File: src/rtl/freq_div_sched_if.sv
// -----------------------------------------------------------------------------
// freq_div_sched_if
//   Configuration channel for freq_div_sched. It carries one valid/ready
//   request that retargets a single divider channel.
//
//   cfg_valid  requester -> scheduler  request valid, held until accepted
//   cfg_ready  scheduler -> requester  request is accepted this cycle
//   cfg_ch     requester -> scheduler  target channel index
//   cfg_div    requester -> scheduler  divisor d (0 is treated as 1)
//   cfg_en     requester -> scheduler  1 = run channel at d, 0 = stop channel
// -----------------------------------------------------------------------------
interface freq_div_sched_if #(
  parameter int CNT_W = 16,
  parameter int CH_W  = 2
) ();
  logic             cfg_valid;
  logic             cfg_ready;
  logic [CH_W-1:0]  cfg_ch;
  logic [CNT_W-1:0] cfg_div;
  logic             cfg_en;

  modport master (
    output cfg_valid, cfg_ch, cfg_div, cfg_en,
    input  cfg_ready
  );

  modport slave (
    input  cfg_valid, cfg_ch, cfg_div, cfg_en,
    output cfg_ready
  );
endinterface

File: src/rtl/freq_div_sched.sv
// -----------------------------------------------------------------------------
// freq_div_sched
//   Multi-channel programmable clock-enable scheduler. Each channel owns a
//   terminal-count counter that produces a one-cycle tick every d cycles and
//   a square wave of period 2*d. Changes to a running channel are held back
//   until that channel's period boundary, so downstream logic never sees a
//   shortened or stretched period.
//
//   clk      system clock, rising edge
//   rst      synchronous active-high reset, overrides everything
//   cfg      configuration request port (freq_div_sched_if.slave)
//   tick     per-channel one-cycle enable, once every d cycles
//   div_out  per-channel square wave, period 2*d cycles
//   busy     a configuration request is waiting for its boundary or committing
// -----------------------------------------------------------------------------
module freq_div_sched #(
  parameter int CNT_W = 16,
  parameter int NCH   = 4,
  parameter int CH_W  = 2
) (
  input  logic              clk,
  input  logic              rst,
  freq_div_sched_if.slave   cfg,
  output logic [NCH-1:0]    tick,
  output logic [NCH-1:0]    div_out,
  output logic              busy
);

  typedef enum logic [1:0] {
    IDLE,
    WAIT_BND,
    COMMIT
  } state_t;

  // One bit wider than cfg_ch so NCH == 2^CH_W still fits.
  localparam logic [CH_W:0] NCH_LIM = (CH_W + 1)'(NCH);

  state_t state, state_nxt;

  // Per-channel state
  logic [NCH-1:0]   en_q;
  logic [NCH-1:0]   out_q;
  logic [CNT_W-1:0] div_q [NCH];
  logic [CNT_W-1:0] cnt_q [NCH];

  // Latched request
  logic [CH_W-1:0]  lat_ch;
  logic [CNT_W-1:0] lat_div;
  logic             lat_en;

  logic             accept;
  logic             ch_ok;
  logic             target_en;
  logic             bnd_hit;
  logic [NCH-1:0]   sel;
  logic [NCH-1:0]   upd;

  assign cfg.cfg_ready = (state == IDLE) & ~rst;
  assign accept        = cfg.cfg_valid & cfg.cfg_ready;
  assign ch_ok         = {1'b0, cfg.cfg_ch} < NCH_LIM;
  assign busy          = (state != IDLE);
  assign div_out       = out_q;

  // Tick is decoded purely from registers. div_q is never 0, so div_q-1
  // cannot wrap and the compare stays within CNT_W bits.
  always_comb begin
    for (int i = 0; i < NCH; i++) begin
      tick[i] = en_q[i] & (cnt_q[i] == div_q[i] - CNT_W'(1));
    end
  end

  // NOTE: every variable driven here gets a default before any branch, so a
  // missing case arm can never leave a stale value behind as a latch.
  always_comb begin
    sel       = '0;
    target_en = 1'b0;
    for (int i = 0; i < NCH; i++) begin
      sel[i] = (lat_ch == CH_W'(i));
      if (cfg.cfg_ch == CH_W'(i)) begin
        target_en = en_q[i];
      end
    end
  end

  assign bnd_hit = |(sel & tick);

  // Channel selected for an update this edge: unconditionally in COMMIT,
  // only on its own tick while waiting for the boundary.
  always_comb begin
    upd = '0;
    if (state == COMMIT) begin
      upd = sel;
    end else if (state == WAIT_BND) begin
      upd = sel & tick;
    end
  end

  always_comb begin
    state_nxt = state;
    case (state)
      IDLE: begin
        // Out-of-range channels are accepted and silently dropped.
        if (accept && ch_ok) begin
          state_nxt = target_en ? WAIT_BND : COMMIT;
        end
      end
      WAIT_BND: if (bnd_hit) state_nxt = IDLE;
      COMMIT:   state_nxt = IDLE;
      default:  state_nxt = IDLE;
    endcase
  end

  // NOTE: sequential state is assigned with <= so every flop samples the
  // values from before the edge, independent of statement order.
  always_ff @(posedge clk) begin
    if (rst) begin
      state <= IDLE;
    end else begin
      state <= state_nxt;
    end
  end

  // NOTE: the latched request carries no reset; it is only consumed in
  // WAIT_BND/COMMIT, which are entered on the same edge that loads it.
  always_ff @(posedge clk) begin
    if (accept) begin
      lat_ch  <= cfg.cfg_ch;
      lat_div <= (cfg.cfg_div == '0) ? CNT_W'(1) : cfg.cfg_div;
      lat_en  <= cfg.cfg_en;
    end
  end

  always_ff @(posedge clk) begin
    if (rst) begin
      for (int i = 0; i < NCH; i++) begin
        en_q[i]  <= 1'b0;
        out_q[i] <= 1'b0;
        div_q[i] <= CNT_W'(1);
        cnt_q[i] <= '0;
      end
    end else begin
      for (int i = 0; i < NCH; i++) begin
        if (upd[i]) begin
          en_q[i]  <= lat_en;
          div_q[i] <= lat_div;
          cnt_q[i] <= '0;
          // A boundary commit on a running channel keeps the square wave in
          // phase by toggling as usual; a stop or a fresh start begins low.
          out_q[i] <= (state == WAIT_BND) ? (lat_en & ~out_q[i]) : 1'b0;
        end else if (en_q[i]) begin
          if (tick[i]) begin
            cnt_q[i] <= '0;
            out_q[i] <= ~out_q[i];
          end else begin
            cnt_q[i] <= cnt_q[i] + CNT_W'(1);
          end
        end else begin
          cnt_q[i] <= '0;
          out_q[i] <= 1'b0;
        end
      end
    end
  end

endmodule
File: src/flat_wrapper.sv
// flat-port wrapper written by rule: the top's interface ports become plain ports
module freq_div_sched_flat 
#(
  parameter int CNT_W = 16,
  parameter int NCH   = 4,
  parameter int CH_W  = 2
)
  (clk, rst, tick, div_out, busy, cfg_cfg_valid, cfg_cfg_ch, cfg_cfg_div, cfg_cfg_en, cfg_cfg_ready);
  freq_div_sched_if #(.CNT_W(CNT_W), .CH_W(CH_W)) cfg_i ();
  input  logic clk;
  input  logic rst;
  output logic [NCH-1:0] tick;
  output logic [NCH-1:0] div_out;
  output logic busy;
  input wire logic [$bits(cfg_i.cfg_valid)-1:0] cfg_cfg_valid;
  input wire logic [$bits(cfg_i.cfg_ch)-1:0] cfg_cfg_ch;
  input wire logic [$bits(cfg_i.cfg_div)-1:0] cfg_cfg_div;
  input wire logic [$bits(cfg_i.cfg_en)-1:0] cfg_cfg_en;
  output wire logic [$bits(cfg_i.cfg_ready)-1:0] cfg_cfg_ready;
  assign cfg_i.cfg_valid = cfg_cfg_valid;
  assign cfg_i.cfg_ch = cfg_cfg_ch;
  assign cfg_i.cfg_div = cfg_cfg_div;
  assign cfg_i.cfg_en = cfg_cfg_en;
  assign cfg_cfg_ready = cfg_i.cfg_ready;
  freq_div_sched #(.CNT_W(CNT_W), .NCH(NCH), .CH_W(CH_W)) u_core (.clk(clk), .rst(rst), .cfg(cfg_i), .tick(tick), .div_out(div_out), .busy(busy));
endmodule
File: config.mk
export PLATFORM = sky130hd
export DESIGN_NAME = freq_div_sched_flat
export DESIGN_NICKNAME = d
export VERILOG_FILES = /design/src/rtl/freq_div_sched_if.sv /design/src/rtl/freq_div_sched.sv /design/src/flat_wrapper.sv
export SDC_FILE = /design/constraint.sdc
export NUM_CORES = 1
export LEC_CHECK = 0
export CAP_MARGIN = 40
export CORE_ASPECT_RATIO = 0.7
export CORE_UTILIZATION = 36
export CTS_CLUSTER_DIAMETER = 60
export DETAILED_ROUTE_END_ITERATION = 6
export PLACE_DENSITY = 0.53
export RECOVER_POWER = 50
export REMOVE_ABC_BUFFERS = 1
export SYNTH_ARGS = -nofsm -noshare
export SYNTH_HDL_FRONTEND = slang
export SYNTH_SLANG_ARGS = --single-unit
File: constraint.sdc
create_clock -name clk -period 5.18 [get_ports clk]
set_clock_uncertainty 0.1 [all_clocks]
set_input_delay 0.777 -clock clk [delete_from_list [all_inputs] [get_ports clk]]
set_output_delay 0.777 -clock clk [all_outputs]
set_load 0.05 [all_outputs]
==> results.toml, run 1 <==
[clock_tree]
insertion_delay_ps = 430
cts_tree = "built"
htree_levels = 4
numCtsBuffers = 17
post_cts_resized = 1
cts_hold_buf = 0
clk_pin_slew_ps = 60
post_cts_buffers = 0
cts_root_buf = "clkbuf_16"
cts.path.max_buffers = 2
clock_sinks = 157

[flow_run]
cap_violations = 0

[route]
drtIter0Drc = 647
highest-signal-layer = "met4"
drcViolationCount = 0
avgViaCountPerCell = 5.08
postRouteAntennaNets = 0
wl_met1_um = 12000
num_vias = 7278
wl_per_cell_um = 15.8
wl_met2_um = 9280
routed_wl_um = 22700
first_pass_iters = 5
dr_wl_met3_um = 1150

[die]
dieArea_um2 = 27100
std_cell_rows = 49
core_area_um2 = 25800
die_h_um = 138
io_pins = 32
initial_core_util = 0.369
fp.dieW_um = 196

[grt]
grt_pass1_vias = 6656
grt_max_degree = 33
grtUsageTotal = 0.172
grt_first_pass_wirelength_um = 36100
grt-ovfl-total = 0
antenna_found_initial = 0

[placed_design]
post-place-ws_ps = 349
io_buffers = 31
gp_congestion = 0.844
dpl.hpwl_um = 17000
dp.cells = 1402

[setup_path]
crit_slowest_cell = "clkdlybuf4s50_1"
start_kind = "flop"
cp_cell_sequence = "inv_1 > ha_1 > or4b_2 > or3_1 > a211oi_1 > o22ai_1 > nor4b_1 > clkdlybuf4s50_1"
cp.arrival_ps = 4010
reg2reg_to = "u_core.div_q[3][15]"
cp_max_fo = 7
max_stage_delay_ps = 880
critPathKind = "reg2out"
worstPathRequired_ps = 4300
r2r_start = "u_core.div_q[3][0]"
endpoint_kind = "primary output"
rr_worst_depth = 10
ff2ff_setup_slack_ps = 830

[cells_and_area]
diodes = 0
area_delta_synth_final_pct = 15.6
drive_gt1_frac = 0.0576
mostFrequentLayoutCell = "nor2_1"
mostFrequentLayoutCells = "162 x nor2_1, 147 x edfxtp_1, 97 x nand2_1"
fillers = 2516
final_nets = 1094
final_cells = 1434

[timing]
max_freq_mhz = 204
period_share = 0.944
setup_tns_ps = 0
timing_hold_violations_final = 0
period_minus_slack_ps = 4890
drv_slew = 0
tightestPinTransition_ps = 1060
finalSetupViolCount = 0
slew_headroom = 0.294
setup_slack_ps = 288
rsz0062_at_grt = "no"

[outcome]
status = "finished clean"

[synth]
yosysWarnings = 0
ys_ff_latch = 157
synth_ff_type = "edfxtp_1"
syn-cell-area_um2 = 9530
synth-edff-count = 147
async_reset_ff_frac = 0
ys_types = 71
syn_avg_cell_area_um2 = 9.67
synth_seq_area_share = 0.484
syn_inst = 986

[pwr]
power_density_nw_per_um2 = 283
p_int_mw = 2.35
total_power_mw = 3.12
p_clk_frac = 0.435
seqPwrFrac = 0.482
comb_power_share = 0.083
netSwitchingFraction = 0.246
peakVddDrop_mv = 0.265
cellLeakagePower_nw = 3.68
p_sw_uw = 766

[worst_hold_path]
hold_class = "reg2reg"
min_to = "u_core.div_out[3]"
min_from = "u_core.div_out[3]"
min_path_cells = 1
power groups by stage:
| stage | sequential, mW | clock [mW] | combinational, mW |
|---|---|---|---|
| 2_1_floorplan | 1.51 | 0 | 0.179 |
| 3_3_place_gp | 1.53 | 0 | 0.259 |
| 3_5_place_dp | 1.53 | 0 | 0.262 |
| 4_1_cts | 1.50 | 1.39 | 0.263 |
| 5_1_grt | 1.51 | 1.43 | 0.285 |
| 6_report | 1.50 | 1.36 | 0.257 |
cell type report:
type                    instances  area [um^2]  area share
flip-flops and latches        157         4610       0.419
clock buffers                  19          433      0.0393
multi-input cells             818         4840       0.440
repair buffers                 48          409      0.0372
well taps                     357          447      0.0406
clock inverters                13          186      0.0169
inverters                      22         82.6     0.00750
state kept, by name, indices dropped and copies added, names as in the netlist:
name,count
u_core.div_out,4
u_core.cnt_q,64
u_core.div_q,64
u_core.lat_ch,2
u_core.state,2
u_core.lat_div,16
u_core.en_q,4
u_core.lat_en,1
worst max-delay path: cells and delay by family (launching register included):
family | cells | cell delay [ps]
fa+ha+maj | 1 | 200
simple gates | 3 | 1440
buf+inv | 2 | 980
compound gates | 2 | 450
flops | 1 | 510
per-stage QoR:
| stage | cell area [um^2] | hold slack, ps | util |
|---|---|---|---|
| after CTS | 11100 | 393 | 0.429 |
| after global placement | 10400 | 362 | 0.403 |
| after floorplan | 9560 | 424 | - |
| after detailed placement | 10400 | 382 | 0.405 |
| final | 11000 | 383 | 0.427 |
| after global routing | 11000 | 428 | 0.427 |
worst max-delay path by stage:
stage                                   from      end
after detailed placement  u_core.div_q[0][0]  tick[0]
final                     u_core.div_q[3][0]  tick[3]
after global routing      u_core.div_q[3][0]  tick[3]
after floorplan           u_core.div_q[2][0]  tick[2]
after CTS                 u_core.div_q[0][0]  tick[0]
after global placement    u_core.div_q[0][0]  tick[0]
synthesized netlist by cell type, types with 6 or more instances:
| cell | n | share of area |
|---|---|---|
| and3_1 | 17 | 0.011 |
| nor2_1 | 162 | 0.064 |
| a21oi_1 | 12 | 0.0063 |
| or2_2 | 7 | 0.0046 |
| nand3_1 | 38 | 0.020 |
| clkbuf_1 | 49 | 0.019 |
| and2_1 | 6 | 0.0039 |
| or4_1 | 14 | 0.011 |
| nor2b_1 | 29 | 0.019 |
| o31ai_1 | 11 | 0.0087 |
| nand2b_1 | 10 | 0.0066 |
| edfxtp_1 | 147 | 0.46 |
| o21ai_0 | 17 | 0.0089 |
| a31oi_1 | 7 | 0.0046 |
| nor4_1 | 20 | 0.013 |
| xnor2_1 | 63 | 0.058 |
| and4_1 | 6 | 0.0055 |
| inv_1 | 22 | 0.0087 |
| nor3_1 | 31 | 0.016 |
| ha_1 | 8 | 0.011 |
| or3_1 | 13 | 0.0085 |
| dfxtp_1 | 10 | 0.021 |
| nand4_1 | 28 | 0.018 |
| xor2_1 | 64 | 0.059 |
| nor3b_1 | 8 | 0.0063 |
| nand2_1 | 97 | 0.038 |
kinds of logic (layout without fill, tap and decap cells):
| logic type | Yosys count | after routing | synth area share |
|---|---|---|---|
| simple gates | 508 | 508 | 0.268 |
| flops | 157 | 157 | 0.484 |
| xor+xnor | 127 | 127 | 0.117 |
| compound gates | 108 | 108 | 0.0847 |
| buf+inv | 74 | 102 | 0.0309 |
| fa+ha+maj | 8 | 8 | 0.0105 |
| mux | 3 | 3 | 0.00473 |
| other cells | 1 | 64 | 0.000393 |
metal layers:
metal	vias to the layer above	global-route usage
met5	-	0
met4	0	0.0543
met3	19	0.0303
met2	166	0.239
met1	3434	0.268
li1	3659	-
(Power assumes the default switching activity.)
==> run 2, diff against run 1 <==
--- a/config.mk
+++ b/config.mk
@@ -12,7 +12,6 @@
 export DETAILED_ROUTE_END_ITERATION = 6
 export PLACE_DENSITY = 0.53
 export RECOVER_POWER = 50
-export REMOVE_ABC_BUFFERS = 1
 export SYNTH_ARGS = -nofsm -noshare
 export SYNTH_HDL_FRONTEND = slang
 export SYNTH_SLANG_ARGS = --single-unit
==> run 2 against run 1 <==
Effect of this change:
- the run now ends with max-capacitance violations, max-slew violations left
- cell count unchanged
- worst hold slack better by 48 ps
- routed wire length up 3.3%
- sequential share of layout area up 0.22 points
- critical path depth up 2
- via count up 1.3%
- fmax down 0.51%
- clock power down 10%
- global-route usage up 0.52 points
- cell area down 0.51%
- register-to-register slack better by 100 ps
- critical endpoint is now tick[1]
==> results.toml, run 2 (same netlist as run 1, synthesis figures left out) <==
[route]
num_vias = 7374
drtIter0Drc = 770
avgViaCountPerCell = 5.14
routed_wl_um = 23400
first_pass_iters = 5
postRouteAntennaNets = 0
drcViolationCount = 0
wl_per_cell_um = 16.3

[pwr]
p_clk_frac = 0.409
seqPwrFrac = 0.504
comb_power_share = 0.087
p_int_mw = 2.25
peakVddDrop_mv = 0.242
netSwitchingFraction = 0.246
power_density_nw_per_um2 = 272
cellLeakagePower_nw = 3.63
p_sw_uw = 733

[cells_and_area]
mostFrequentLayoutCell = "nor2_1"
mostFrequentLayoutCells = "162 x nor2_1, 147 x edfxtp_1, 97 x nand2_1"
reg.largest.list = "u_core.cnt_q (64), u_core.div_q (64), u_core.lat_div (16)"
final_nets = 1094
drive_gt1_frac = 0.0557
fin_util = 0.424
diodes = 0
area_delta_synth_final_pct = 15.0

[placed_design]
io_buffers = 31
post-place-ws_ps = 367
dpl.hpwl_um = 17300
gp_congestion = 0.873

[clock_tree]
numCtsBuffers = 17
htree_levels = 4
cts_root_buf = "clkbuf_16"
insertion_delay_ps = 430
clock_sinks = 157
cts.path.max_buffers = 2
clk_pin_slew_ps = 60
cts_hold_buf = 0
cts_tree = "built"
post_cts_buffers = 0

[setup_path]
crit_path_frequent_cell = "nor4_1"
start_kind = "flop"
cp_cell_sequence = "inv_1 > ha_1 > or4b_2 > nor4_1 > xnor2_1 > nor4_1 > nand4_1 > nor2_1 > and2_1 > clkdlybuf4s50_1"
crit_slowest_cell = "clkdlybuf4s50_1"
endpoint_kind = "primary output"
cp.arrival_ps = 4040
cp_max_fo = 6
worstPathRequired_ps = 4300
max_stage_delay_ps = 810
critPathKind = "reg2out"
rr_worst_depth = 10

[timing]
setup_slack_ps = 263
drv_slew = 34
setup_tns_ps = 0
finalSetupViolCount = 0
period_minus_slack_ps = 4920
rsz0062_at_grt = "no"
tightestPinTransition_ps = 1520
period_share = 0.949
max_freq_mhz = 203
timing_hold_violations_final = 0
slew_headroom = -0.0159

[flow_run]
cap_violations = 1

[outcome]
violations = "max-capacitance violations, max-slew violations"
status = "finished with violations"

[worst_hold_path]
hold_class = "reg2reg"
min_path_cells = 1

[grt]
grt_pass1_vias = 6770
antenna_found_initial = 0
grtUsageTotal = 0.177
grt-ovfl-total = 0
grt_max_degree = 34
grt_first_pass_wirelength_um = 37500

[die]
std_cell_rows = 49
io_pins = 32
dieArea_um2 = 27100
fp.dieW_um = 196
die_h_um = 138
core_area_um2 = 25800
initial_core_util = 0.369
==> run 2: cell count changes in the layout (fill, tap and decap cells not counted), sizes merged <==
| cell | before | now |
|---|---|---|
| clkbuf | 27 | 33 |
| inv | 26 | 22 |
| bufinv | 4 | 1 |
| clkinv | 4 | 2 |
| clkinvlp | 1 | 3 |
| buf | 10 | 11 |
| clkdlybuf4s50 | 4 | 5 |
| dlymetal6s2s | 1 | 0 |
==> run 2: through the flow <==
stage | hold WS, ps | area, um^2 | std cells | power, mW
finish | 432 | 11000 | 1434 | 2.98
global route | 446 | 11000 | 1434 | 3.10
CTS | 438 | 11000 | 1434 | 3.03
floorplan | 430 | 9770 | 1049 | 1.70
global placement | 410 | 10400 | 1400 | 1.79
detailed placement | 431 | 10400 | 1402 | 1.79
==> run 2: worst max-delay path, delay by kind of cell, from the launching register on <==
kind / cells / cell delay [ps]
adder cells (fa/ha/maj): 1 / 210
buffers and inverters: 2 / 900
AND/OR/NAND/NOR: 6 / 1890
flip-flops: 1 / 470
XOR/XNOR: 1 / 130
==> run 2: power by group through the flow <==
stage	Sequential (mW)	Clock [mW]	Combinational [mW]
floorplan	1.51	0	0.193
global placement	1.53	0	0.261
detailed placement	1.53	0	0.263
CTS	1.50	1.26	0.264
global route	1.51	1.29	0.288
finish	1.51	1.22	0.259
==> run 2: worst paths after layout <==
path / startpoint / endpoint / slack [ps]
max: u_core.div_q[1][0] / tick[1] / 260
min reg2reg: u_core.div_out[3] / u_core.div_out[3] / 430
max reg2reg: u_core.div_q[0][0] / u_core.div_q[0][9] / 930
min: u_core.div_out[3] / u_core.div_out[3] / 430
==> run 2: repair_timing <==
action | 4_1_cts | 5_1_grt
pin swaps | 0 | 0
gates resized for setup | 1 | 4
endpoints found under the setup margin | 1 | 2
==> run 2: per-layer routing <==
layer / routed length, um / part of all wire / track usage / up-vias
met2: 9480 / 0.40 / 0.244 / 191
met4: 190 / 0.0081 / 0.0387 / 0
li1: - / - / - / 3659
met3: 1200 / 0.051 / 0.0322 / 13
met5: 0 / 0 / 0 / -
met1: 12600 / 0.54 / 0.283 / 3511
==> run 2: final cells by class <==
type                       instances  area, um^2
clock inverter                     6        62.6
fill                            2543       14900
timing repair buffer              48         410
clock buffer                      26         499
tap                              357         447
inverter                          22        82.6
sequential                       157        4610
multi-input combinational        818        4840
==> run 3, diff against run 2 <==
--- a/config.mk
+++ b/config.mk
@@ -7,10 +7,11 @@
 export LEC_CHECK = 0
 export CAP_MARGIN = 40
 export CORE_ASPECT_RATIO = 0.7
+export CORE_MARGIN = 2
 export CORE_UTILIZATION = 36
 export CTS_CLUSTER_DIAMETER = 60
 export DETAILED_ROUTE_END_ITERATION = 6
-export PLACE_DENSITY = 0.53
+export PLACE_DENSITY_LB_ADDON = 0.05
 export RECOVER_POWER = 50
 export SYNTH_ARGS = -nofsm -noshare
 export SYNTH_HDL_FRONTEND = slang
==> run 3 against run 2 <==
Effect of this change:
- the run now ends clean
- sequential cell count unchanged
- register-to-register slack barely moved
- first-iteration DRC count shrank 22%
- non-clock buffer count unchanged
- combinational power hardly changed
- critical path depth unchanged
- clock power rose by 9.8%
- clock-buffer cell count down 8
- via count shrank 2.3%
- fmax increased by 0.38%
- power is 4.0% higher
- cell count did not move
- critical path type unchanged
- largest power group unchanged
==> results.toml, run 3 (same netlist as run 1, synthesis figures left out) <==
[placed_design]
post-place-ws_ps = 409
dpl_cell_area_um2 = 10400
gp_congestion = 0.849
io_buffers = 31
dpl.hpwl_um = 17900
dp.cells = 1402

[setup_path]
crit_slowest_cell = "clkdlybuf4s50_1"
cp.arrival_ps = 4020
critPathKind = "reg2out"
start_kind = "flop"
max_stage_delay_ps = 810
ff2ff_setup_slack_ps = 940
cp_max_fo = 6
worstPathRequired_ps = 4300
endpoint_kind = "primary output"
cp_cell_sequence = "inv_1 > ha_1 > or4b_2 > nor4_1 > xnor2_1 > nor4_1 > nand4_1 > nor2_1 > and2_1 > clkdlybuf4s50_1"
crit_path_frequent_cell = "nor4_1"

[die]
dieArea_um2 = 27800
std_cell_rows = 49
io_pins = 32
initial_core_util = 0.368
core_area_um2 = 25900
fp.dieW_um = 198
die_h_um = 140

[pwr]
peakVddDrop_mv = 0.212
cellLeakagePower_nw = 3.68
total_power_mw = 3.10
power_density_nw_per_um2 = 282

[cells_and_area]
fin_util = 0.425
final_nets = 1094
diodes = 0
area_delta_synth_final_pct = 15.4
reg.largest.list = "u_core.cnt_q (64), u_core.div_q (64), u_core.lat_div (16)"
mostFrequentLayoutCells = "162 x nor2_1, 147 x edfxtp_1, 97 x nand2_1"
fillers = 2581
design_area_um2 = 11000
mostFrequentLayoutCell = "nor2_1"
drive_gt1_frac = 0.0529
final_cells = 1434

[timing]
drv_slew = 0
timing_hold_violations_final = 0
whs_ps = 418
tightestPinTransition_ps = 1010
finalSetupViolCount = 0
setup_slack_ps = 282
slew_headroom = 0.327
rsz0062_at_grt = "no"
max_freq_mhz = 204
period_minus_slack_ps = 4900
period_share = 0.946
setup_tns_ps = 0

[worst_hold_path]
hold_class = "reg2reg"

[route]
num_vias = 7203
highest-signal-layer = "met4"
routed_wl_um = 24000
dr_wl_met3_um = 1390
wl_met1_um = 13100
wl_met2_um = 9360
avgViaCountPerCell = 5.02
first_pass_iters = 5
postRouteAntennaNets = 0
wl_per_cell_um = 16.8
drcViolationCount = 0
drtIter0Drc = 602

[grt]
antenna_found_initial = 0
grt-ovfl-total = 0
grtUsageTotal = 0.179
grt_pass1_vias = 6510
grt_first_pass_wirelength_um = 37800
grt_max_degree = 33

[clock_tree]
cts.path.max_buffers = 2
clock_sinks = 157
insertion_delay_ps = 430
numCtsBuffers = 17
cts_tree = "built"
cts_hold_buf = 0
clk_pin_slew_ps = 70
htree_levels = 4
cts_root_buf = "clkbuf_16"

[outcome]
status = "finished clean"

[flow_run]
cap_violations = 0
-- run 3: worst paths after layout --
path,start,end,depth (start not counted)
hold reg to reg,u_core.div_out[0],u_core.div_out[0],2
setup reg to reg,u_core.div_q[3][0],u_core.div_q[3][11],10
setup / recovery,u_core.div_q[1][0],tick[1],10
hold / removal,u_core.div_out[0],u_core.div_out[0],2
-- run 3: metal layers --
layer	GRT usage	vias up
met5	0	-
met4	0.0373	0
met3	0.0429	13
met2	0.232	135
met1	0.292	3397
li1	-	3658
-- run 3: area by class of cell --
cell class                 count  area, um^2  area share
multi-input combinational    818        4840       0.440
sequential                   157        4610       0.419
tap                          357         447      0.0406
clock buffer                  18         429      0.0390
timing repair buffer          48         417      0.0379
clock inverter                14         175      0.0159
inverter                      22        82.6     0.00751
-- run 3: timing repair --
| action | CTS | global route |
|---|---|---|
| gates resized for setup | 1 | 1 |
| pin swaps | 0 | 0 |
| buffers inserted | 0 | 0 |
| endpoints found under the setup margin | 1 | 1 |
-- run 3: critical path: cells and delay by family, from the launching register on --
| family | cells | cell delay, ps |
|---|---|---|
| simple gates | 6 | 1860 |
| buf+inv | 2 | 910 |
| flops | 1 | 480 |
| fa+ha+maj | 1 | 210 |
| xor+xnor | 1 | 120 |
-- run 3: power by group --
part	leakage [nW]	switching, mW	internal [mW]	total, mW
clock	0.295	0.537	0.799	1.34
combinational	1.82	0.161	0.102	0.262
sequential	1.57	0.0651	1.44	1.50
==> RTL change 1, RTL diff (config.mk and constraints of run 1) <==
`CNT_W` is set to 16 in 3 places; all go to 20.
--- a/src/rtl/freq_div_sched_if.sv
+++ b/src/rtl/freq_div_sched_if.sv
@@ -10,7 +10,7 @@
 //   cfg_en     requester -> scheduler  1 = run channel at d, 0 = stop channel
 // -----------------------------------------------------------------------------
 interface freq_div_sched_if #(
-  parameter int CNT_W = 16,
+  parameter int CNT_W = 20,
   parameter int CH_W  = 2
 ) ();
   logic             cfg_valid;
--- a/src/rtl/freq_div_sched.sv
+++ b/src/rtl/freq_div_sched.sv
@@ -14,7 +14,7 @@
 //   busy     a configuration request is waiting for its boundary or committing
 // -----------------------------------------------------------------------------
 module freq_div_sched #(
-  parameter int CNT_W = 16,
+  parameter int CNT_W = 20,
   parameter int NCH   = 4,
   parameter int CH_W  = 2
 ) (
--- a/src/flat_wrapper.sv
+++ b/src/flat_wrapper.sv
@@ -1,7 +1,7 @@
 // flat-port wrapper written by rule: the top's interface ports become plain ports
 module freq_div_sched_flat 
 #(
-  parameter int CNT_W = 16,
+  parameter int CNT_W = 20,
   parameter int NCH   = 4,
   parameter int CH_W  = 2
 )
Interface: changed (resized cfg_cfg_div); port bits go from 32 to 36. No check against the original RTL was run, so the function may have changed too.
==> RTL change 1 against run 1 <==
Area after synthesis is 22% higher. Sequential power is 24% higher. Wire length is 29% higher. Setup slack worse by 0.043 ns. Via count is 20% higher. Sequential cell count is 36 higher. Largest power group unchanged. Count of clock-buffer cells in the layout is 1 lower. Fmax is 0.87% lower. Total power is 10% higher. Critical endpoint unchanged. Combinational power is 20% higher. The run now ends with design-rule violations left. Register-to-register slack worse by 0.21 ns. Non-clock buffer count is 1 higher. Cell area is 19% higher.
==> RTL change 1: results (changes against run 1) <==
outcome complete, but fails checks; failing checks design-rule violations; Netlist cell types 76 (+7.0%); gpl congestion 0.881 (+4.4%); global-route wire length before repair 46.0 mm (+28%); clock buffer depth 2 (unchanged); drt drc 1 (+1); Post-synth EDFFs 183 (+24%); initial antenna violation count 0 (unchanged); Lkg Pwr 4.50 nW (+22%); total CTS buffers 17 (unchanged); reg2reg start u_core.div_q[2][0]$_SDFFCE_PN1P_; mux cell area share after synthesis 0.0112 (+0.00645); fraction of layout cells with a size suffix above 1 0.0566 (-0.000994); most frequent cells after synthesis edfxtp_1, nor2_1, xor2_1; Mean Syn Cell Area 10.0 sq um (+3.6%); Critical Path AT 4.06 ns (+0.05 ns); Ant. Diodes 0 (unchanged); DPL Wire Length 21.8 mm (+28%); number of vias in the routed layout 8748 (+20%); hold-critical path endpoint u_core.div_out[2]$_SDFFE_PP0P_; clk pwr 1.27 mW (-7%); Total Routing Usage GR 0.181 (+0.00901); final net count 1276 (+17%); Flop pwr share 0.541 (+0.059); IO Port Bufs 35 (+13%); pre-CTS setup slack 0.694 ns (+0.346 ns); worst hold start u_core.div_out[2]$_SDFFE_PP0P_; sequential cell area fraction in the yosys report 0.489 (+0.00491); asr flop ratio synth 0 (unchanged); DP Area 0.0126 sq mm (+21%); largest net degree at the start of global routing 47 (+42%); Clock Tree Root clkbuf_16; Hold WS 0.359 ns (-0.0240 ns); Post-Place Cells 1643 (+17%); CP max FO 12 (+5); FF-to-FF path depth 9 (-1); First-pass DRT Iterations 7 (+2); Power Internal 2.51 mW (+6.9%); routed vias/inst 5.22 (+2.9%); maximum VDD drop 0.177 mV (-33%); Largest regs u_core.cnt_q: 80 flops, u_core.div_q: 80 flops, u_core.lat_div: 20 flops; number of global-route vias before repair 8093 (+22%); Clock Latency Late Sink 0.45 ns (+0.02 ns); Overflow after GRT 0 (unchanged); Wirelength per Cell 17.5 um (+11%); Reg-to-Reg End u_core.cnt_q[2][10]$_SDFFCE_PP0P_; compound-cell area share of the yosys netlist 0.0770 (-0.00764); pwr/cell area 261 mW/mm^2 (-7.7%); Post-Synth XOR/XNOR Area 0.124 (+0.00739); r2r setup slk 0.62 ns (-0.21 ns); # fillers 3173 (+26%); total power 3.43 mW (+10%); adder-cell share of the synthesized area 0.00860 (-0.00191); initial drt markers 752 (+16%); Synth area leaders edfxtp_1, xor2_1, xnor2_1; Slew @ Worst Pin 1.03 ns (-0.0290 ns)
RTL change 1: how the worst max path moves through the flow:
| stage | from | endpoint | slack (ns) | depth (start not counted) |
|---|---|---|---|---|
| 3_5_place_dp | u_core.div_q[3][2]$_SDFFCE_PN0P_ | tick[3] | 0.69 | 7 |
| 5_1_grt | u_core.div_q[3][2]$_SDFFCE_PN0P_ | tick[3] | 0.005 | 7 |
| 4_1_cts | u_core.div_q[3][2]$_SDFFCE_PN0P_ | tick[3] | 0.19 | 7 |
| 6_report | u_core.div_q[3][2]$_SDFFCE_PN0P_ | tick[3] | 0.25 | 7 |
| 3_3_place_gp | u_core.div_q[3][2]$_SDFFCE_PN0P_ | tick[3] | 0.81 | 7 |
| 2_1_floorplan | u_core.div_q[0][0]$_SDFFCE_PN1P_ | u_core.div_q[0][0]$_SDFFCE_PN1P_ | 0.30 | 8 |
RTL change 1: area by class of cell:
cell class / count / area share
Timing Repair Buffer: 49 / 0.0327
Tap cell: 420 / 0.0400
Inverter: 32 / 0.00915
Clock inverter: 14 / 0.00829
Clock buffer: 18 / 0.0327
Sequential cell: 193 / 0.434
Multi-Input combinational cell: 949 / 0.443
RTL change 1: critical path, cell delays in order (launching register included):
cell	delay, ns
edfxtp_1	0.49
or4_4	0.66
nor4_2	0.59
and3_1	0.27
o22ai_1	0.09
nor4b_2	0.41
and3_1	0.28
clkdlybuf4s50_1	0.82
RTL change 1: metal layers:
layer,wire [um],track usage,share of wire,vias up
li1,-,-,-,4318
met1,15300,0.282,0.52,4175
met2,12000,0.248,0.41,240
met3,1660,0.0415,0.057,15
met4,267,0.0439,0.0091,0
met5,0,0,0,-
RTL change 1: timing repair:
action,4_1_cts,5_1_grt
resized for setup,0,1
setup buffers,0,0
endpoints found under the setup margin,0,1
hold buffers,0,0
==> RTL change 2, RTL diff (settings of run 1) <==
Made on the original files. Re-encode `state_t` (3 states) as one-hot, 3 bits wide.
--- a/src/rtl/freq_div_sched.sv
+++ b/src/rtl/freq_div_sched.sv
@@ -26,10 +26,10 @@
   output logic              busy
 );
 
-  typedef enum logic [1:0] {
-    IDLE,
-    WAIT_BND,
-    COMMIT
+  typedef enum logic [2:0] {
+    IDLE     = 3'b001,
+    WAIT_BND = 3'b010,
+    COMMIT   = 3'b100
   } state_t;
 
   // One bit wider than cfg_ch so NCH == 2^CH_W still fits.
Function: same outputs for any inputs over 4 cycles, from zero or initial values and one cycle with rst high; so few cycles prove little.
==> RTL change 2 against run 1 <==
The flow now finishes with violations (max-capacitance violations, max-slew violations). Setup slack better by 0.033 ns. Area after synthesis hardly changed. Global-route usage is 0.11 points higher. Sequential cell count is 1 higher. Combinational power is 19% lower. Cell area is 1.4% lower. Wire length is 0.63% lower. Worst hold slack better by 0.030 ns. Total power is 6.9% lower. Critical path type unchanged. Critical endpoint is now tick[2]. Highest routed layer unchanged.
==> RTL change 2: results (changes against run 1) <==
outcome complete, but fails checks; failing checks max-capacitance violations, max-slew violations; number of vias in the routed layout 7002 (-3.8%); met2 usage in global routing 0.228 (-0.0105); largest net degree at the start of global routing 37 (+12%); sequential cell area fraction in the yosys report 0.486 (+0.00216); fraction of layout cells with a size suffix above 1 0.0581 (+0.000491); Final Slew Violations 55 (+55); final net count 1017 (-7.0%); global-route wire length before repair 36.4 mm (+0.98%); M1 GR Usage 0.273 (+0.00508); number of global-route vias before repair 6508 (-2.2%); multi-input logic area 0.00476 sq mm (-1.7%); Max-slew headroom -0.322 (-0.615); Mean Syn Cell Area 10.3 sq um (+6.8%); Critical Path AT 3.98 ns (-0.03 ns); DPL Wire Length 16.5 mm (-3.0%); Total Routing Usage GR 0.173 (+0.00106); routed wl met2 8.85 mm (-4.6%); met3 routed wirelength 1.30 mm (+13%); maximum VDD drop 0.245 mV (-7.3%); Synth area leaders edfxtp_1, xnor2_1, xor2_1; Metal-1 WL 12.1 mm (+0.66%); compound-cell area share of the yosys netlist 0.0685 (-0.0161); Max-cap violations 2 (+2); GR Util met3 0.0415 (+0.0112); Post-Synth XOR/XNOR Area 0.129 (+0.0118); gpl congestion 0.859 (+1.8%); pre-CTS setup slack 0.778 ns (+0.429 ns); Post-Place Cells 1325 (-5.5%); # fillers 2507 (-0.36%)
==> RTL change 2: changes by cell type after synthesis, sizes merged, moves of 6 or more <==
| cell | run 1 | this run |
|---|---|---|
| nand2 | 97 | 49 |
| buf | 3 | 16 |
| nor4b | 4 | 28 |
| nor2 | 162 | 117 |
| xnor2 | 63 | 75 |
| xor2 | 64 | 57 |
| nor3 | 31 | 62 |
| nor2b | 29 | 7 |
| or3 | 13 | 6 |
| o31ai | 12 | 5 |
| mux2i | 0 | 6 |
==> RTL change 2: critical path, cell delays in order (launching register included) <==
cell and delay [ns]:
edfxtp_1 0.46, inv_1 0.09, ha_1 0.28, or4b_1 0.46, nor4b_1 0.30, nor3_1 0.10
nand3b_1 0.16, nor4_1 0.64, and2_1 0.24, clkdlybuf4s50_1 0.80
==> RTL change 2: final cells by class <==
cell class,count,share of cell area
Clock buffer,20,0.0402
Clock inverter,11,0.00876
Inverter,27,0.00934
Multi-Input combinational cell,741,0.439
Sequential cell,158,0.427
Tap cell,357,0.0411
Timing Repair Buffer,42,0.0350
==> RTL change 2: path summary, 6_finish.rpt <==
kind / start / endpoint / slack, ns / cells past startpoint
worst max-delay path: u_core.div_q[2][0]$_SDFFCE_PN1P_ / tick[2] / 0.32 / 9
worst min-delay path: u_core.div_out[1]$_SDFFE_PP0P_ / u_core.div_out[1]$_SDFFE_PP0P_ / 0.41 / 2
worst max register to register: u_core.div_q[0][0]$_SDFFCE_PN1P_ / u_core.cnt_q[0][8]$_SDFFCE_PP0P_ / 0.92 / 6
worst min register to register: u_core.div_out[1]$_SDFFE_PP0P_ / u_core.div_out[1]$_SDFFE_PP0P_ / 0.41 / 2
==> RTL change 2: where the power goes <==
group	internal [mW]	leakage (nW)	switching [mW]
sequential	1.44	1.57	0.0648
clock	0.655	0.249	0.534
combinational	0.0873	1.78	0.122
